<file path="src/rtl/mmio_pkg.sv">
// Shared register map and field widths for the MMIO responder.
package mmio_pkg;

    localparam logic [3:0] OFF_LED    = 4'h0;
    localparam logic [3:0] OFF_SW     = 4'h1;
    localparam logic [3:0] OFF_BTN    = 4'h2;
    localparam logic [3:0] OFF_BTNEVT = 4'h3;
    localparam logic [3:0] OFF_TMRLO  = 4'h4;
    localparam logic [3:0] OFF_TMRHI  = 4'h5;
    localparam logic [3:0] OFF_CMP    = 4'h6;
    localparam logic [3:0] OFF_STATUS = 4'h7;

    localparam int unsigned ST_MATCH = 0;
    localparam int unsigned ST_BTN   = 1;

    localparam int unsigned SW_W  = 8;
    localparam int unsigned BTN_W = 5;
    localparam int unsigned LED_W = 8;
    localparam int unsigned TMR_W = 18;
    localparam int unsigned CMP_W = 9;

endpackage

</file>
<file path="src/rtl/mmio_timer.sv">
// Prescaled 18-bit free-running timer with a 9-bit compare register and sticky match flag.
module mmio_timer
    import mmio_pkg::*;
#(
    parameter int unsigned g_PRESCALE = 100
) (
    input  logic             i_clk,
    input  logic             i_rst,
    input  logic             i_cmp_we,
    input  logic [CMP_W-1:0] i_cmp_wdata,
    input  logic             i_match_clr,
    output logic [TMR_W-1:0] o_timer,
    output logic [CMP_W-1:0] o_cmp,
    output logic             o_match
);

    localparam int unsigned      PRE_W    = (g_PRESCALE > 1) ? $clog2(g_PRESCALE) : 1;
    localparam logic [PRE_W-1:0] PRE_LAST = PRE_W'(g_PRESCALE - 1);

    logic [PRE_W-1:0] r_pre;
    logic [TMR_W-1:0] r_timer;
    logic [CMP_W-1:0] r_cmp;
    logic             r_match;
    logic             w_tick;
    logic [TMR_W-1:0] w_timer_nxt;

    assign w_tick      = (r_pre == PRE_LAST);
    assign w_timer_nxt = r_timer + TMR_W'(1);

    always_ff @(posedge i_clk or negedge i_rst) begin
        if (!i_rst) begin
            r_pre   <= '0;
            r_timer <= '0;
            r_cmp   <= '0;
            r_match <= 1'b0;
        end else begin
            r_pre <= w_tick ? '0 : r_pre + PRE_W'(1);
            if (w_tick) begin
                r_timer <= w_timer_nxt;
            end
            if (i_cmp_we) begin
                r_cmp <= i_cmp_wdata;
            end
            // compare against the value the timer is about to take; a new match beats a clear
            r_match <= (r_match & ~i_match_clr) |
                       (w_tick & (w_timer_nxt[CMP_W-1:0] == r_cmp));
        end
    end

    assign o_timer = r_timer;
    assign o_cmp   = r_cmp;
    assign o_match = r_match;

endmodule

</file>
<file path="src/rtl/mmio_responder.sv">
// Memory-mapped I/O target on the CPU data bus: LEDs, synchronised switches/buttons with
// sticky edge events, and a prescaled timer with atomic LO/HI readout.
module mmio_responder
    import mmio_pkg::*;
#(
    parameter int unsigned                g_DATA_WIDTH = 9,
    parameter int unsigned                g_ADDR_WIDTH = 11,
    parameter logic [g_ADDR_WIDTH-1:0]    g_BASE       = 11'h7F0,
    parameter int unsigned                g_PRESCALE   = 100,
    parameter logic [LED_W-1:0]           g_LED_RST    = 8'h99
) (
    input  logic                    i_clk,
    input  logic                    i_rst,
    input  logic                    i_en,
    input  logic                    i_we,
    input  logic                    i_re,
    input  logic [g_ADDR_WIDTH-1:0] i_addr,
    input  logic [g_DATA_WIDTH-1:0] i_data,
    output logic [g_DATA_WIDTH-1:0] o_data,
    output logic                    o_rd_valid,
    input  logic [SW_W-1:0]         i_sw,
    input  logic [BTN_W-1:0]        i_btn,
    output logic [LED_W-1:0]        o_led
);

    logic                    w_hit;
    logic                    w_wr;
    logic                    w_rd;
    logic [3:0]              w_off;
    logic [BTN_W-1:0]        w_rise;
    logic [BTN_W-1:0]        w_evt_clr;
    logic                    w_match_clr;
    logic                    w_cmp_we;
    logic [TMR_W-1:0]        w_timer;
    logic [CMP_W-1:0]        w_cmp;
    logic                    w_match;
    logic [g_DATA_WIDTH-1:0] w_rdata;

    logic [SW_W-1:0]         r_sw_m;
    logic [SW_W-1:0]         r_sw_s;
    logic [BTN_W-1:0]        r_btn_m;
    logic [BTN_W-1:0]        r_btn_s;
    logic [BTN_W-1:0]        r_btn_prev;
    logic [BTN_W-1:0]        r_btn_evt;
    logic [LED_W-1:0]        r_led;
    logic [TMR_W-CMP_W-1:0]  r_shadow;
    logic [g_DATA_WIDTH-1:0] r_data;
    logic                    r_rd_valid;

    assign w_hit = i_en && (i_addr[g_ADDR_WIDTH-1:4] == g_BASE[g_ADDR_WIDTH-1:4]);
    assign w_wr  = w_hit && i_we;
    assign w_rd  = w_hit && i_re;
    assign w_off = i_addr[3:0];

    assign w_rise      = r_btn_s & ~r_btn_prev;
    assign w_evt_clr   = (w_wr && (w_off == OFF_BTNEVT)) ? i_data[BTN_W-1:0] : '0;
    assign w_match_clr = w_wr && (w_off == OFF_STATUS) && i_data[ST_MATCH];
    assign w_cmp_we    = w_wr && (w_off == OFF_CMP);

    mmio_timer #(
        .g_PRESCALE (g_PRESCALE)
    ) u_timer (
        .i_clk       (i_clk),
        .i_rst       (i_rst),
        .i_cmp_we    (w_cmp_we),
        .i_cmp_wdata (i_data[CMP_W-1:0]),
        .i_match_clr (w_match_clr),
        .o_timer     (w_timer),
        .o_cmp       (w_cmp),
        .o_match     (w_match)
    );

    always_comb begin
        w_rdata = '0;
        case (w_off)
            OFF_LED:    w_rdata[LED_W-1:0] = r_led;
            OFF_SW:     w_rdata[SW_W-1:0]  = r_sw_s;
            OFF_BTN:    w_rdata[BTN_W-1:0] = r_btn_s;
            OFF_BTNEVT: w_rdata[BTN_W-1:0] = r_btn_evt;
            OFF_TMRLO:  w_rdata[CMP_W-1:0] = w_timer[CMP_W-1:0];
            OFF_TMRHI:  w_rdata[CMP_W-1:0] = r_shadow;
            OFF_CMP:    w_rdata[CMP_W-1:0] = w_cmp;
            OFF_STATUS: begin
                w_rdata[ST_MATCH] = w_match;
                w_rdata[ST_BTN]   = |r_btn_evt;
            end
            default:    w_rdata = '0;
        endcase
    end

    always_ff @(posedge i_clk or negedge i_rst) begin
        if (!i_rst) begin
            r_sw_m     <= '0;
            r_sw_s     <= '0;
            r_btn_m    <= '0;
            r_btn_s    <= '0;
            r_btn_prev <= '0;
            r_btn_evt  <= '0;
            r_led      <= g_LED_RST;
            r_shadow   <= '0;
            r_data     <= '0;
            r_rd_valid <= 1'b0;
        end else begin
            r_sw_m     <= i_sw;
            r_sw_s     <= r_sw_m;
            r_btn_m    <= i_btn;
            r_btn_s    <= r_btn_m;
            r_btn_prev <= r_btn_s;
            r_btn_evt  <= (r_btn_evt & ~w_evt_clr) | w_rise;
            if (w_wr && (w_off == OFF_LED)) begin
                r_led <= i_data[LED_W-1:0];
            end
            // latching the upper half on a LO read makes LO-then-HI an atomic 18-bit sample
            if (w_rd && (w_off == OFF_TMRLO)) begin
                r_shadow <= w_timer[TMR_W-1:CMP_W];
            end
            r_rd_valid <= w_rd;
            if (w_rd) begin
                r_data <= w_rdata;
            end
        end
    end

    assign o_data     = r_data;
    assign o_rd_valid = r_rd_valid;
    assign o_led      = r_led;

endmodule

</file>
<file path="config.mk">
export PLATFORM = sky130hd
export DESIGN_NAME = mmio_responder
export DESIGN_NICKNAME = d
export VERILOG_FILES = /design/src/rtl/mmio_pkg.sv /design/src/rtl/mmio_timer.sv /design/src/rtl/mmio_responder.sv
export SDC_FILE = /design/constraint.sdc
export NUM_CORES = 1
export LEC_CHECK = 0
export CAP_MARGIN = 5
export CORE_AREA = 2 2 98 100
export DETAILED_ROUTE_END_ITERATION = 10
export DIE_AREA = 0 0 100 102
export GPL_ROUTABILITY_DRIVEN = 0
export PLACE_DENSITY_LB_ADDON = 0.12
export SETUP_SLACK_MARGIN = 0.15
export SYNTH_ARGS = -nofsm -noshare
export SYNTH_HDL_FRONTEND = slang
export SYNTH_HIERARCHICAL = 1
export SYNTH_SLANG_ARGS = --single-unit
</file>
<file path="constraint.sdc">
create_clock -name i_clk -period 1.91 [get_ports i_clk]
set_clock_uncertainty 0.15 [all_clocks]
set_input_delay 0.2865 -clock i_clk [delete_from_list [all_inputs] [get_ports i_clk]]
set_output_delay 0.2865 -clock i_clk [all_outputs]
set_load 0.02 [all_outputs]
</file>
After elaboration in Yosys (flattened, before gate mapping)

Cells that the tools add are included.

Bits in registers: 98
Latch bits: 0
Memory bits (writable): 0
Memory bits (read-only): 0
Input port bits: 38
Memories: 0

$add $sub $neg: 2
Multipliers: 0
Divide/modulo/power cells: 0
Order comparisons: 0
Equality and inequality tests: 10
Shift-type cells: 0
Mux-type cells: 6
Bitwise operators: 9
Reductions and logical operators: 11

Operators with widths:

| operator              | number |
|---|---|
| $pmux 3 s7            | 1 |
| $add 18x1->18 const B | 1 |
| $eq 4x3->1 const B    | 4 |
| $pmux 2 s8            | 1 |
| $pmux 3 s5            | 1 |
| $eq 7x7->1 const B    | 2 |
| $and 5x5->5           | 2 |
| $not 5->5             | 2 |
| $eq 9x9->1            | 1 |
| $logic_and 1x1->1     | 9 |
| $eq 4x2->1 const B    | 2 |
| $add 7x1->7 const B   | 1 |
| $mux 7                | 1 |
| $mux 5                | 1 |
| $or 5x5->5            | 1 |
| $reduce_or 5->1       | 1 |
| $eq 4x1->1 const B    | 1 |
| $logic_not 4->1       | 1 |
| $pmux 1 s3            | 1 |
| $and 1x1->1           | 2 |
| $not 1->1             | 1 |
| $or 1x1->1            | 1 |

Depth between registers and ports, before layout

Gate-level depths: netlist of the first run.

Depth after elaboration: 8
Mapped depth: 9
Mapped depth without buffers: 7

By module

Netlist of the first run, hierarchy kept.

By module, submodules not included:

| module         | instances | cells an instance | area each (um2) |
|---|---|---|---|
| mmio_responder | 1         | 206               | 2633.8 |
| mmio_timer     | 1         | 161               | 1786.7 |

Worst setup path after synthesis of the first run

Ideal clock, no wire load.

Kind: register -> register
Start point: register u_timer.r_pre[0]
End point: register u_timer.r_timer[12] (netlist: u_timer/o_timer[12])
Library setup time: 123 ps
Data arrival time: 1778 ps
Required time: 1637 ps
Slack: -140 ps
Cell stages (with the launch flop): 7
Buffers on the path: 0
Clock period less this slack: 2050 ps
Cell sequence: dfrtp_1 -> ha_1 -> nand3_2 -> or4_4 -> nor4_4 -> nand4_1 -> xnor2_1

Longest elaborated chain between the ends: 1

RTL lines:

| element                  | line             | text |
|---|---|---|
| start: declaration       | mmio_timer.sv:20 | `logic [PRE_W-1:0] r_pre;` |
| start signal: assignment | mmio_timer.sv:37 | `r_pre <= w_tick ? '0 : r_pre + PRE_W'(1);` |
| $eq 7x7->1               | mmio_timer.sv:27 | `assign w_tick = (r_pre == PRE_LAST);` |
| end signal: assignment   | mmio_timer.sv:39 | `r_timer <= w_timer_nxt;` |
| end: declaration         | mmio_timer.sv:21 | `logic [TMR_W-1:0] r_timer;` |

No other way between the ends.
A chain may end at the register's enable or synchronous reset.

Final worst setup path of the first run

Start point: register u_timer.r_pre[1]
End point: register u_timer.r_timer[12] (netlist: u_timer/o_timer[12])

The elaborated chain is that of the path after synthesis.

==> impl_results.md, run 1 <==
* Largest net degree at the start of global routing at 54
* Status: complete, but fails checks
* Setup WS post-layout at -0.0705 ns
* Antenna Nets Post-Route at 0
* DR vias/cell at 5.51
* CP Buf/Inv Count at 0
* Setup repair after global routing missed its margin: true
* Cell taking the most area after synthesis: dfrtp_1
* Final Power at 3.71 mW
* Nets at 516
* Vias in the first global route at 3267
* Max clock buf depth at 2
* FP Rows at 35
* PortBufs at 55
* Ys Warns at 6
* Clk Latency, worst-skew pair at 0.38 ns
* Fin cells at 592
* Slew HR at 71.1%
* Ys flop type: dfrtp_1
* Post-Place Cells at 564
* Global-route wire length before repair at 17.1 mm
* CP Capture Type: flip-flop
* Crit-path cells: ha_4 > nand3_4 > or4_4 > nor4_4 > nand4_1 > xnor2_1
* Syn Area/Cell at 12.0 sq um
* Layout cells sized above 1 at 31.4%
* Initial antenna violation count at 0
* Max-cap viol count at 0
* Top post-synthesis cells by area: dfrtp_1, mux2_2, xnor2_1, dfstp_2, nand2_1
* Post-Syn Area at 4420 sq um
* Vias at 3264
* CTS Buf Count at 9
* Final WL at 10.7 mm
* Die Ht at 102 um
* Critical R2R Capture: u_timer/o_timer[12]$_DFFE_PN0N_
* DRT iter0 DRCs at 143
* Worst setup SP type: flip-flop
* Internal reg-to-reg setup slack at -0.07 ns
* Area growth syn-to-layout at 32.8%
* Initial Util at 48.5%
* Post-Synthesis Net Count at 407
* FF+latch count, synth at 98
* WP data required at 2.04 ns
* Leakage power at 2.81 nW
* Final setup viols at 8
* Antenna cells at 0
* Slew Viols, Final at 0
* Crit path time final at 1.98 ns
* CP delay by family, top: simple AND/OR/NAND/NOR gates
* Dpl hpwl at 7.78 mm
* Worst Hold Class: in2async
* Seq/Total Area, Yosys at 55.6%
* Setup TNS at -0.305 ns
* Clk sinks at 98
* Commonest non-fill, non-tap cell in the layout: dfrtp_1
* Worst VDD drop at 0.520 mV
* Slew @ Worst Pin at 0.430 ns
* Pwr dens at 633 nW/um^2
* Failing checks: negative setup slack
* Final instance area at 5870 sq um
* H-tree depth at 3
* Pre-CTS WS at -0.455 ns
* Total GRT Usage at 21.9%
* Library cells used by synthesis at 60
* Ys async rst share at 100%
* Root Buffer: clkbuf_8
* Post-synth EDFFs at 0
* First-pass detailed-route iteration total at 5
* Slowest CP cell: or4_4
* Largest fanout on the critical path at 4
* Most frequent cells in the layout: dfrtp_1, buf_4, mux2_2
* CP peak stage delay at 0.54 ns
* Fmax at 505 MHz
* R2R cell count at 6
* Final hold violations at 0
* Arr. time, crit path at 2.11 ns
* Routed len/inst at 18.0 um
* Drt drc at 0
* Post-synth top area share at 53.2%
* Fillers at 752
* CTS tree: built
* Total die area at 10200 sq um
* Worst r2r src: u_timer/r_pre[1]$_DFF_PN0_
* Post-placement cell area at 5450 sq um
* Fin crit share at 104%
* Clock Pin Slew Worst Setup and Hold Paths at 0.11 ns
* Core area at 9110 sq um
* I/O pins at 56
* Worst Setup Path Type: reg2reg
* Die width at 100 um
* Global route overflow at 0
* Cells after synthesis at 367
## routing by layer
layer  vias to the layer above  share of wire (%)  global-route usage, %
met4                         0                1.3                   6.85
met1                      1637                 46                   31.1
met3                        14                4.2                   4.10
met5                         -                  0                      0
met2                        76                 48                   34.5
li1                       1537                  -                      -
## registers in the layout (all words and copies together), names as in the netlist, 7 cells and up
register and flops:
u_timer/o_timer 18, o_data 9, r_shadow 9, u_timer/o_cmp 9, o_led 8, r_sw_m 8
r_sw_s 8, u_timer/r_pre 7
## logic make-up after synthesis
family	synth area share [%]
compound gates	9.48
xor+xnor	5.35
simple gates	15.3
mux	10.8
fa+ha+maj	0.566
flops	55.6
buf+inv	2.94
## worst max-delay path by stage
stage                               start                               to  slack [ns]  cells past startpoint
2_1_floorplan  u_timer/r_pre[0]$_DFF_PN0_  u_timer/o_timer[12]$_DFFE_PN0N_       0.003                      6
3_3_place_gp                    i_addr[2]            o_data[2]$_DFFE_PN0P_       -0.43                      6
3_5_place_dp                    i_addr[2]            o_data[2]$_DFFE_PN0P_       -0.45                      6
4_1_cts        u_timer/r_pre[1]$_DFF_PN0_  u_timer/o_timer[12]$_DFFE_PN0N_       -0.09                      6
5_1_grt        u_timer/r_pre[1]$_DFF_PN0_  u_timer/o_timer[12]$_DFFE_PN0N_       -0.16                      6
6_report       u_timer/r_pre[1]$_DFF_PN0_  u_timer/o_timer[12]$_DFFE_PN0N_       -0.07                      6
## timing repair
item	4_1_cts	5_1_grt
hold buffers	1	0
setup endpoints to repair	68	46
setup buffers	3	7
hold endpoints to repair	48	0
gates cloned	0	1
resized for setup	34	33
pin swaps	6	7
## cells in the mapped netlist (all sizes together), types with 5 or more instances
cell type  count
a21oi          7
a22o           8
and3           5
buf           11
clkbuf         7
dfrtp         94
inv           13
mux2          34
mux2i          7
nand2         27
nand3         15
nand3b        10
nand4          5
nor2          12
nor3           6
nor4           7
o21ai         11
xnor2         18
xor2           9
## final cells by class
cell class                      count  area, sq um  share of cell area (%)
Sequential cell                    98         2460                    41.9
Multi-Input combinational cell    238         2000                    34.1
Timing Repair Buffer              116         1020                    17.4
Tap cell                          111          139                    2.37
Clock buffer                       10          138                    2.34
Clock inverter                      6         57.6                   0.981
Inverter                           13         48.8                   0.831
## power breakdown
group | internal [mW] | switching [mW]
registers | 2.11 | 0.0172
clock network | 0.539 | 0.787
logic | 0.133 | 0.127
## through the flow
step                      hold slack, ns  util [%]
after floorplan                   -0.159         -
after global placement            0.0468      59.8
after detailed placement          0.0504      59.8
after CTS                          0.174      62.5
after global routing               0.177      64.4
final                              0.186      64.4
(Power assumes the default switching activity.)
==> run 2, diff against run 1 <==
Settings changed: CORE_AREA 2 2 98 100 to 2 2 97 99, DIE_AREA 0 0 100 102 to 0 0 99 101, HOLD_SLACK_MARGIN set to 0.15, SYNTH_HIERARCHICAL 1 to unset.
==> run 2 against run 1 <==
Compared with the run above: the run still ends with negative setup slack left; total power up 0.41%; hold slack better by 0.0042 ns; count of clock-buffer cells in the layout down 1; maximum frequency down 12%; flip-flop and latch count unchanged; final cell count up 0.17%; synthesized cell count down 1.1%; synthesized area down 3.3%; highest routed layer unchanged.
==> impl_results.md, run 2 <==
* Xor and xnor fraction of the mapped netlist area at 6.32% (+0.97 points)
* Post-synth top area share at 55.0% (+1.8 points)
* Core area at 8980 sq um (-1.4%)
* Worst VDD drop at 0.348 mV (-33%)
* WP data required at 2.01 ns (-0.03 ns)
* Internal reg-to-reg setup slack at -0.33 ns (-0.26 ns)
* Ys Warns at 0 (-6)
* Final hold violations at 0 (unchanged)
* Clock Pin Slew Worst Setup and Hold Paths at 0.11 ns (about the same)
* Met2 usage at 34.8% (+0.26 points)
* CP Buf/Inv Count at 0 (unchanged)
* Layout cells sized above 1 at 29.9% (-1.5 points)
* Worst r2r src: u_timer.r_pre[1]$_DFF_PN0_
* Switching Share at 25.5% (+0.42 points)
* Status: complete, but fails checks
* H-tree depth at 3 (unchanged)
* Synth cell count leaders: dfrtp_1, nand2_1, nor2_1
* Most Crowded Layer GR: met2
* Crit-path cells: ha_4 > nand3_2 > or4_4 > or4_4 > or3_4 > xnor2_2
* Max clock buf depth at 2 (unchanged)
* Met3 Use GR at 3.33% (-0.78 points)
* Max-cap viol count at 0 (unchanged)
* Setup WS post-layout at -0.330 ns (-0.260 ns)
* Clk sinks at 98 (unchanged)
* Slew HR at 73.9% (+2.8 points)
* Seq/Total Area, Yosys at 57.5% (+1.9 points)
* Top post-synthesis cells by area: dfrtp_1, mux2_2, xnor2_1, nand2_1, nor2_1
* Arr. time, crit path at 2.34 ns (+0.23 ns)
* Vias in the first global route at 3325 (+1.8%)
* Most frequent cell after synthesis: dfrtp_1
* Post-Place Cells at 571 (+1.2%)
* PortBufs at 55 (unchanged)
* DR vias/cell at 5.43 (-1.5%)
* Worst Hold Class: in2reg
* Setup TNS at -2.07 ns (-1.77 ns)
* Crit-path most repeated cell: or4_4
* Vias at 3222 (-1.3%)
* First-pass detailed-route iteration total at 4 (-1)
* Fin Hold WS at 0.191 ns (+0.00417 ns)
* CP delay by family, top: simple AND/OR/NAND/NOR gates
* Cell count along the critical path at 6 (unchanged)
* Largest family of logic cells by synthesized area: simple AND/OR/NAND/NOR gates
* Max reg flops at 18 (unchanged)
* Pwr dens at 643 nW/um^2 (+1.6%)
* Antenna cells at 0 (unchanged)
* Ys flop type: dfrtp_1
* Failing checks: negative setup slack
* Multiplexer area fraction after synthesis at 11.5% (+0.78 points)
* Slew @ Worst Pin at 0.380 ns (-0.0497 ns)
* Critical R2R Capture: u_timer.o_timer[17]$_DFFE_PN0N_
* CTS tree: built
* Dpl hpwl at 7.44 mm (-4.4%)
* Post-Syn Area at 4270 sq um (-3.3%)
* CP peak stage delay at 0.44 ns (-0.10 ns)
* Syn Area/Cell at 11.8 sq um (-2.2%)
* Drt drc at 0 (unchanged)
* Fmax at 446 MHz (-12%)
* Met1 GRT Util at 29.5% (-1.6 points)
* Ys async rst share at 100% (unchanged)
* Slowest CP cell: or4_4
* Worst Setup Path Type: reg2reg
* Final Core Density at 64.6% (+0.18 points)
* Global-route wire length before repair at 16.6 mm (-2.9%)
* Fillers at 734 (-2.4%)
* CP Capture Type: flip-flop
* Seq pwr share at 57.0% (-0.3 points)
* Total GRT Usage at 21.3% (-0.61 points)
* Final WL at 10.2 mm (-4.6%)
* Post-synth EDFFs at 0 (unchanged)
* Setup repair after global routing missed its margin: true
* Compound-Gate Fraction of Synth Area at 7.70% (-1.8 points)
* CTS Buf Count at 9 (unchanged)
* Final setup viols at 10 (+2)
* Die Ht at 101 um (-0.98%)
* Crit path time final at 2.24 ns (+0.260 ns)
* Die width at 99 um (-1.0%)
* DRT iter0 DRCs at 177 (+24%)
* Clk Latency, worst-skew pair at 0.37 ns (about the same)
* I/O pins at 56 (unchanged)
* FF+latch count, synth at 98 (unchanged)
* Psw at 951 uW (+2.1%)
* Post-Synth Adder-Cell Area at 0.585% (+0.019 points)
* Fin cells at 593 (+0.17%)
* Largest net degree at the start of global routing at 38 (-30%)
* Nets at 517 (+0.19%)
* CP Capture Point: u_timer.o_timer[17]$_DFFE_PN0N_
* Cell taking the most area after synthesis: dfrtp_1
* Fin crit share at 117% (+14 points)
* Commonest non-fill, non-tap cell in the layout: dfrtp_1
* Leakage power at 2.79 nW (-0.39%)
* Largest fanout on the critical path at 4 (unchanged)
* Cells after synthesis at 363 (-1.1%)
* Most frequent cells in the layout: dfrtp_1, buf_4, nand2_1
* Routed len/inst at 17.2 um (-4.8%)
* Antenna Nets Post-Route at 0 (unchanged)
* Combinational share of power at 7.7% (+0.7 points)
* Global route overflow at 0 (unchanged)
* Internal at 2.78 mW (-0.15%)
* Worst setup SP type: flip-flop
* FP Rows at 35 (unchanged)
* R2R cell count at 6 (unchanged)
* Synth Area in Simple Gates at 13.5% (-1.8 points)
* Clk pwr share at 35.3% (-0.4 points)
* Root Buffer: clkbuf_8
* Library cells used by synthesis at 49 (-18%)
* Crit path from: u_timer.r_pre[1]$_DFF_PN0_
* Slew Viols, Final at 0 (unchanged)
* Initial antenna violation count at 0 (unchanged)
* Area growth syn-to-layout at 35.7%
* Post-Synthesis Net Count at 403 (-0.98%)
* Total die area at 10000 sq um (-2.0%)
* Initial Util at 47.6% (-0.92 points)
run 2: changes by cell type in the layout (fill, tap and decap cells not counted), moves of 4 or more:
cell / before / now
nand4_1: 4 / 11
nand3b_1: 10 / 1
buf_4: 56 / 60
nor4_4: 4 / 0
nand2_1: 25 / 30
nor2_1: 9 / 24
mux2i_1: 7 / 11
nor2_2: 0 / 4
a21oi_1: 6 / 10
inv_1: 13 / 9
mux2_2: 32 / 25
run 2: worst min path at each step:
stage / startpoint / end / cells after the start
2_1_floorplan: i_rst / o_data[0]$_DFFE_PN0P_ / 0
3_3_place_gp: i_rst / r_btn_s[3]$_DFF_PN0_ / 1
3_5_place_dp: i_rst / r_btn_s[3]$_DFF_PN0_ / 1
4_1_cts: i_sw[6] / r_sw_m[6]$_DFF_PN0_ / 1
5_1_grt: i_sw[4] / r_sw_m[4]$_DFF_PN0_ / 1
6_report: i_sw[3] / r_sw_m[3]$_DFF_PN0_ / 1
run 2: power groups by stage:
| stage | combinational (mW) | clock [mW] | sequential, mW |
|---|---|---|---|
| floorplan | 0.0778 | 0 | 2.17 |
| global placement | 0.275 | 0 | 2.17 |
| detailed placement | 0.277 | 0 | 2.17 |
| CTS | 0.289 | 1.35 | 2.13 |
| global route | 0.313 | 1.45 | 2.13 |
| finish | 0.286 | 1.32 | 2.13 |
run 2: repair_timing:
| item | CTS | global route |
|---|---|---|
| hold endpoints to repair | 94 | 0 |
| hold buffers | 1 | 0 |
| setup buffers | 3 | 1 |
| resized for setup | 37 | 22 |
| cloned | 1 | 0 |
| endpoints found under the setup margin | 36 | 46 |
| pin swaps | 11 | 12 |
run 2: worst register-to-register path, stage by stage, from the launching register on:
cell and delay, ns:
dfrtp_1 0.40, ha_4 0.15, nand3_2 0.06, or4_4 0.44, or4_4 0.44, or3_4 0.35
xnor2_2 0.13
run 2: final cells by class:
class | count | area (sq um) | area share (%)
clock buffers | 9 | 124 | 2.14
clock inverters | 7 | 71.3 | 1.23
inverters | 10 | 37.5 | 0.647
repair buffers | 123 | 1150 | 19.8
well taps | 111 | 139 | 2.39
multi-input cells | 235 | 1820 | 31.4
flip-flops and latches | 98 | 2460 | 42.4
run 2: stage by stage:
stage / worst slack (ns) / power (mW) / instance area [sq um]
finish: -0.330 / 3.73 / 5800
global route: -0.386 / 3.89 / 5800
CTS: -0.334 / 3.77 / 5730
detailed placement: -0.373 / 2.44 / 5410
global placement: -0.345 / 2.44 / 5410
floorplan: -0.473 / 2.24 / 4320
run 2: kinds of logic after synthesis:
group / Yosys count
AO/OA/AOI/OAI: 48
buffers and inverters: 30
adder cells (fa/ha/maj): 2
multiplexers: 41
AND/OR/NAND/NOR: 114
flip-flops: 98
XOR/XNOR: 30
run 2: layer usage:
layer  wire length (um)  part of all wire (%)
met2               4950                    49
met4                136                   1.3
met5                  0                     0
met1               4670                    46
met3                410                   4.0
==> run 3, diff against run 2 <==
Settings changed: CORE_AREA 2 2 97 99 to 3 3 87 89, DIE_AREA 0 0 99 101 to 0 0 90 92, DONT_BUFFER_PORTS set to 1.
Clock period 1.91 ns to 2.3 ns, I/O delays scaled along.
==> run 3 against run 2 <==
Compared with the run above: the flow finishes with violations (negative hold slack); hold slack got worse by 0.69 ns; flip-flop and latch count is the same; critical path type unchanged; clock power is 12% lower; global-route usage grew 2.4 points; critical path depth stayed put.
==> impl_results.md, run 3 (synthesis gave the netlist of run 2 again) <==
* DR vias/cell at 5.76 (+6.0%)
* CP Capture Type: flip-flop
* Worst Setup Path Type: reg2reg
* Final WL at 9.24 mm (-9.2%)
* Failing checks: negative hold slack
* Initial Util at 62.6% (+15 points)
* Pwr dens at 602 nW/um^2 (-6.3%)
* Crit path from: u_timer.r_pre[1]$_DFF_PN0_
* Worst setup SP type: flip-flop
* WP data required at 2.42 ns (+0.41 ns)
* Post-CTS Hold Fix Bufs at 28 (+27)
* Root Buffer: clkbuf_8
* Arr. time, crit path at 2.39 ns (+0.05 ns)
* Antenna cells at 0 (unchanged)
* CTS tree: built
* Final hold violations at 98 (+98)
* Worst r2r src: u_timer.r_pre[1]$_DFF_PN0_
* Fin Hold WS at -0.495 ns (-0.686 ns)
* Crit-path most repeated cell: or4_4
* Setup repair after global routing missed its margin: true
* Status: complete, but fails checks
* Core area at 6830 sq um (-24%)
* Largest fanout on the critical path at 3 (-1)
* Die Ht at 92 um (-8.9%)
* Slew @ Worst Pin at 0.446 ns (+0.0656 ns)
* CP Capture Point: u_timer.o_timer[17]$_DFFE_PN0N_
* Commonest non-fill, non-tap cell in the layout: dfrtp_1
* Post-Place Cells at 460 (-19%)
* Max clock buf depth at 2 (unchanged)
* Final instance area at 5030 sq um (-13%)
* Final setup viols at 0 (-10)
* Fmax at 440 MHz (-1.4%)
* Clk Latency, worst-skew pair at 0.37 ns (about the same)
* Antenna Nets Post-Route at 0 (unchanged)
* CP peak stage delay at 0.44 ns (about the same)
* Dpl hpwl at 6.15 mm (-17%)
* Crit path time final at 2.27 ns (+0.0313 ns)
* Max-cap viol count at 0 (unchanged)
* Die width at 90 um (-9.1%)
* Routed len/inst at 18.3 um (+6.4%)
* FP Rows at 30 (-14%)
* Most frequent cells in the layout: dfrtp_1, nand2_1, nor2_1, dlygate4sd3_1, mux2_2
* Post-placement cell area at 4480 sq um (-17%)
* Worst Hold Class: in2async
* Fillers at 449 (-39%)
* Area growth syn-to-layout at 17.7%
* Slew HR at 70.2% (-3.7 points)
* Worst VDD drop at 0.403 mV (+16%)
* Leakage power at 2.25 nW (-19%)
* Fin crit share at 98.8% (-19 points)
* Initial antenna violation count at 0 (unchanged)
* Vias in the first global route at 2936 (-12%)
* Layout cells sized above 1 at 21.7% (-8.2 points)
* Drt drc at 0 (unchanged)
* Nets at 445 (-14%)
* H-tree depth at 3 (unchanged)
* Largest net degree at the start of global routing at 99 (+160%)
* R2R cell count at 6 (unchanged)
* Crit-path cells: ha_4 > nand3_2 > or4_4 > or4_4 > or3_4 > xnor2_2
* Total die area at 8280 sq um (-17%)
* I/O pins at 56 (unchanged)
* Vias at 2915 (-9.5%)
* CTS Buf Count at 9 (unchanged)
* Internal reg-to-reg setup slack at 0.03 ns (+0.36 ns)
* Critical R2R Capture: u_timer.o_timer[17]$_DFFE_PN0N_
* Clk sinks at 98 (unchanged)
* Global-route wire length before repair at 15.1 mm (-9.1%)
* PortBufs at 0 (-100%)
* Fin cells at 506 (-15%)
* First-pass detailed-route iteration total at 4 (unchanged)
* Total GRT Usage at 23.7% (+2.4 points)
* Clock Pin Slew Worst Setup and Hold Paths at 0.10 ns (about the same)
* Final Power at 3.03 mW (-19%)
* Max reg flops at 18 (unchanged)
* Global route overflow at 0 (unchanged)
* Slowest CP cell: or4_4
* Slew Viols, Final at 0 (unchanged)
* DRT iter0 DRCs at 182 (+2.8%)
==> run 3: changes by cell type in the layout (fill, tap and decap cells not counted), sizes merged, moves of 2 or more <==
cell	previous run	this run
buf	67	23
clkinv	3	1
clkinvlp	0	2
dlygate4sd2	18	0
dlygate4sd3	1	28
clkdlybuf4s50	25	0
dlymetal6s2s	10	0
==> run 3: power breakdown <==
part | switching [mW] | leakage, nW | total, mW | internal, mW
logic | 0.0423 | 0.913 | 0.105 | 0.0625
clock network | 0.633 | 0.0999 | 1.16 | 0.523
registers | 0.0162 | 1.24 | 1.77 | 1.75
==> run 3: cell type report <==
class | count | area (sq um) | area share (%)
flip-flops and latches | 98 | 2460 | 48.8
repair buffers | 51 | 457 | 9.08
well taps | 96 | 120 | 2.39
multi-input cells | 235 | 1750 | 34.8
clock buffers | 9 | 124 | 2.46
clock inverters | 7 | 85.1 | 1.69
inverters | 10 | 37.5 | 0.746
==> run 3: timing repair <==
item                                    CTS  global route
setup buffers                             0             2
pin swaps                                 1             4
hold endpoints to repair                143            98
cloned                                    0             0
gates resized for setup                   1            11
endpoints found under the setup margin    4             4
==> run 3: how the worst min path moves through the flow <==
stage / endpoint / slack (ns) / depth (start not counted)
floorplan: o_data[0]$_DFFE_PN0P_ / -0.10 / 0
CTS: u_timer.o_timer[8]$_DFFE_PN0N_ / -0.51 / 0
finish: r_btn_m[3]$_DFF_PN0_ / -0.50 / 0
global placement: r_btn_s[3]$_DFF_PN0_ / -0.1 / 0
global route: o_led[2]$_DFFE_PN0P_ / -0.52 / 0
detailed placement: r_btn_m[3]$_DFF_PN0_ / -0.1 / 0
==> run 3: per-stage QoR <==
step	TNS, ns	worst slack [ns]	hold WS, ns	util (%)
after CTS	0	0.0253	-0.508	72.7
after floorplan	-0.0832	-0.0832	-0.101	-
after global placement	0	0.0481	-0.0977	65.5
final	0	0.0287	-0.495	73.6
after global routing	-0.0357	-0.0357	-0.522	73.6
after detailed placement	0	0.0210	-0.0980	65.5
==> run 3: critical path: cells and delay by family (launching register included) <==
family	cells	cell delay [ns]
fa+ha+maj	1	0.15
flops	1	0.41
xor+xnor	1	0.13
simple gates	4	1.32
==> run 3: layer usage <==
layer	vias up	routed length, um	global-route usage, %	share of wire, %
met5	-	0	0	0
met4	0	256	10.8	2.8
met3	22	550	6.73	6.0
met2	93	4470	37.4	48
met1	1432	3970	30.5	43
li1	1368	-	-	-
==> patch 1: new RTL, config.mk and constraints of run 2 <==
The parameter `g_DATA_WIDTH` goes from 9 to 11.
--- a/src/rtl/mmio_responder.sv
+++ b/src/rtl/mmio_responder.sv
@@ -5,3 +5,3 @@
 #(
-    parameter int unsigned                g_DATA_WIDTH = 9,
+    parameter int unsigned                g_DATA_WIDTH = 11,
     parameter int unsigned                g_ADDR_WIDTH = 11,
Interface: changed (resized i_data and o_data); port bits go from 56 to 60. No check against the original RTL was run, so the function may have changed too.
==> patch 1 against run 2 <==
The flow still finishes with violations (negative setup slack). Sequential cell count is the same. Power grew 1.9%. Fmax up 3.9%. Worst hold slack improved by 0.0073 ns. Combinational power fell by 5%. Worst setup slack gained 0.083 ns. Routed wire length fell by 5.0%. Design area shrank 1.8%. Synthesized area grew 0.32%. Largest power group unchanged.
==> patch 1: results (changes against run 2) <==
stage,metric,value,unit,change
global_route,grt_pass1_wl,16300,um,-2.2%
sta,setup_slack,-0.247,ns,+0.0832 ns
setup_path,r2r_slack,-0.25,ns,+0.08 ns
power_and_ir_drop,ir_worst_vdd,0.464,mV,+34%
synth,ys_top_cells_by_count,"dfrtp_1, nand2_1, mux2_2",,
sta,setup_viol,12,,+2
synth,synth_seq_area_share,0.573,,-0.00185
routing,wl,9670,um,-5.0%
placed_design,dp_hpwl,7170,um,-3.6%
routing,vias,3155,,-2.1%
routing,drt_iter0_markers,116,,-34%
power_and_ir_drop,swShare,0.235,,-0.0196
placed_design,dpl-instance-area,5320,um^2,-1.6%
setup_path,slowest_delay,0.42,ns,-0.02 ns
setup_path,cp_max_fo,7,,+3
finish,n_fill_cell,749,,+2.0%
finish,drive_above_1_share,0.276,,-0.0230
synth,ys_types,47,,-4.1%
setup_path,arrival,2.29,ns,-0.05 ns
power_and_ir_drop,p_leak,0.00274,uW,-1.8%
synth,ys_top_cells_by_area,"dfrtp_1, mux2_2, xnor2_1",,
setup_path,reg2reg_depth,7,,+1
run_status,failed_checks,negative setup slack,,
global_route,grt_max_degree,41,,+7.9%
run_status,status,finished with violations,,
[patch 1: cell type report]
class / count / area [um^2] / area share
inverter: 9 / 33.8 / 0.00593
timing repair buffer: 115 / 1050 / 0.184
multi-input combinational: 237 / 1810 / 0.318
clock buffer: 10 / 138 / 0.0242
tap: 111 / 139 / 0.0244
sequential: 98 / 2460 / 0.431
clock inverter: 6 / 71.3 / 0.0125
[patch 1: routing by layer]
| metal | track usage | wire length (um) | share of wire | up-vias |
|---|---|---|---|---|
| met1 | 0.291 | 4380 | 0.45 | 1574 |
| met2 | 0.332 | 4630 | 0.48 | 80 |
| met4 | 0.0811 | 231 | 0.024 | 0 |
| met5 | 0 | 0 | 0 | - |
| li1 | - | - | - | 1485 |
| met3 | 0.0395 | 419 | 0.043 | 16 |
[patch 1: kinds of logic (layout without fill, tap and decap cells)]
group	after synthesis	in the layout	share of synthesized area
other	1	2	0.000875
multiplexers	41	41	0.111
XOR/XNOR	34	34	0.0694
AO/OA/AOI/OAI	46	46	0.0665
buffers and inverters	28	140	0.0327
flip-flops	98	98	0.573
AND/OR/NAND/NOR	112	112	0.140
adder cells (fa/ha/maj)	2	2	0.00584
[patch 1: what timing repair did]
action                                  in CTS  in global routing
hold buffers                                 1                  0
hold endpoints to repair                    97                  0
pin swaps                                    4                  3
buffers inserted                             2                  6
endpoints found under the setup margin      56                 45
resized for setup                           34                 11
[patch 1: power by group through the flow]
stage	Sequential [uW]	Clock [uW]	Combinational [uW]
5_1_grt	2130	1520	298
2_1_floorplan	2170	0	77.1
6_report	2130	1400	272
4_1_cts	2130	1460	271
3_5_place_dp	2170	0	269
3_3_place_gp	2170	0	265
[patch 1: per-stage QoR]
| step | instances | worst slack [ns] | setup TNS (ns) | utilization | hold WS, ns |
|---|---|---|---|---|---|
| 6_report | 586 | -0.247 | -2.05 | 0.635 | 0.198 |
| 2_1_floorplan | 363 | -0.330 | -2.76 | - | -0.159 |
| 3_3_place_gp | 561 | -0.303 | -11.90 | 0.593 | 0.109 |
| 4_1_cts | 580 | -0.245 | -1.93 | 0.626 | 0.180 |
| 3_5_place_dp | 561 | -0.328 | -12.73 | 0.593 | 0.114 |
| 5_1_grt | 586 | -0.334 | -2.91 | 0.635 | 0.175 |
[patch 1: final timing paths]
path                                  start                   to
min reg2reg                      r_btn_m[2]           r_btn_s[2]
max                        u_timer.r_pre[0]  u_timer.o_timer[14]
max in group asynchronous             i_rst   u_timer.o_timer[1]
max reg2reg                u_timer.r_pre[0]  u_timer.o_timer[14]
min in group asynchronous             i_rst            r_sw_s[1]
min                                 i_sw[4]            r_sw_m[4]
==> patch 2: new RTL, settings of run 2 <==
Made on the original files. Make the reset (`i_rst`) synchronous in 2 clocked blocks.
--- a/src/rtl/mmio_timer.sv
+++ b/src/rtl/mmio_timer.sv
@@ -29,3 +29,3 @@
 
-    always_ff @(posedge i_clk or negedge i_rst) begin
+    always_ff @(posedge i_clk) begin
         if (!i_rst) begin
--- a/src/rtl/mmio_responder.sv
+++ b/src/rtl/mmio_responder.sv
@@ -90,3 +90,3 @@
 
-    always_ff @(posedge i_clk or negedge i_rst) begin
+    always_ff @(posedge i_clk) begin
         if (!i_rst) begin
Formal check against the unedited RTL: differs if i_rst is asserted again (counterexample within 4 cycles, from zero or initial values and one cycle with i_rst low); with i_rst held inactive, the same outputs for 10 cycles.
==> patch 2 against run 2 <==
Power is 2.6% higher. Sequential share of layout area is 8.4 points lower. Routed wire length is 8.1% higher. Largest cell class is now multi-input gates. Design area is 0.60% higher. Worst setup slack better by 0.46 ns. Synthesized area is 3.7% higher. Sequential cell count stayed put. Synthesized cell count is 28% higher.
==> patch 2: results (changes against run 2) <==
stage,metric,value,unit,change
synth,postSynthAreaPerCell,9.57,um^2,-19%
clocking,cts_resized,31,,-16%
power_and_ir_drop,power,3830,uW,+2.6%
setup_path,endpoint,u_timer.o_match,,
routing,wl_met3,656,um,+60%
global_route,gr-usage-met3,0.0388,,+0.00555
global_route,grt_use_total,0.219,,+0.00650
global_route,grt_max_degree,39,,+2.6%
placed_design,dp_hpwl,7870,um,+5.9%
finish,fin_nets,592,,+15%
worst_hold_path,min_to,o_led[0],,
sta,worstMarginPinSlew,0.471,ns,+0.0906 ns
sta,period_needed,1.78,ns,-0.458 ns
setup_path,cp_max_fo,5,,+1
worst_hold_path,min_from,i_rst,,
global_route,grt_pass1_wl,17400,um,+4.3%
power_and_ir_drop,ir_worst_vdd,0.507,mV,+46%
worst_hold_path,hold_path_depth,3,,+2
synth,ys_top_cells_by_area,"dfxtp_1, mux2i_1, and2_1",,
routing,vias,3587,,+11%
setup_path,r2r_slack,0.13,ns,+0.46 ns
global_route,first_global_vias,3442,,+3.5%
sta,hold_ws,0.211,ns,+0.0208 ns
setup_path,slowest_delay,0.40,ns,-0.04 ns
finish,n_fill_cell,742,,+1.1%
finish,final_cell_area,5840,um^2,+0.60%
run_status,status,finished clean,,
synth,ys_async_sr_fraction,0,,-1.00
placed_design,dpl-instance-area,5340,um^2,-1.4%
routing,drt_iter0_markers,230,,+30%
placed_design,pre_cts_slack,-0.278,ns,+0.0952 ns
synth,synth.net_count,503,,+25%
global_route,met1_usage,0.304,,+0.00855
synth,synthFlopType,dfxtp_1,,
power_and_ir_drop,p_sw,1030,uW,+8.5%
finish,final_cells,668,,+13%
clocking,post_cts_buffers,1,,-2
setup_path,arrival,1.91,ns,-0.43 ns
patch 2: cell count changes after synthesis, sizes merged, moves of 10 or more:
| cell | before | now |
|---|---|---|
| dfxtp | 0 | 98 |
| mux2 | 26 | 4 |
| a22o | 10 | 0 |
| dfrtp | 94 | 0 |
| and2 | 0 | 52 |
| nor2b | 2 | 26 |
| a21boi | 0 | 10 |
| nor2 | 31 | 14 |
| nand2b | 1 | 13 |
| mux2i | 11 | 39 |
patch 2: cell families after synthesis:
logic type                 after synthesis  share of synthesized area
AOI/OAI and AO/OA                       62                     0.0937
xor gates and xnor gates                25                     0.0494
adders and majority gates                2                    0.00564
buffers and inverters                   35                     0.0364
DFF                                     98                      0.443
muxes                                   43                     0.0982
and+or+nand+nor                        198                      0.274
patch 2: cell type report:
cell class / instances / share of cell area
clock buffer: 9 / 0.0212
clock inverter: 7 / 0.0169
inverter: 8 / 0.00515
multi-input combinational: 330 / 0.426
sequential: 98 / 0.340
tap: 111 / 0.0238
timing repair buffer: 105 / 0.167
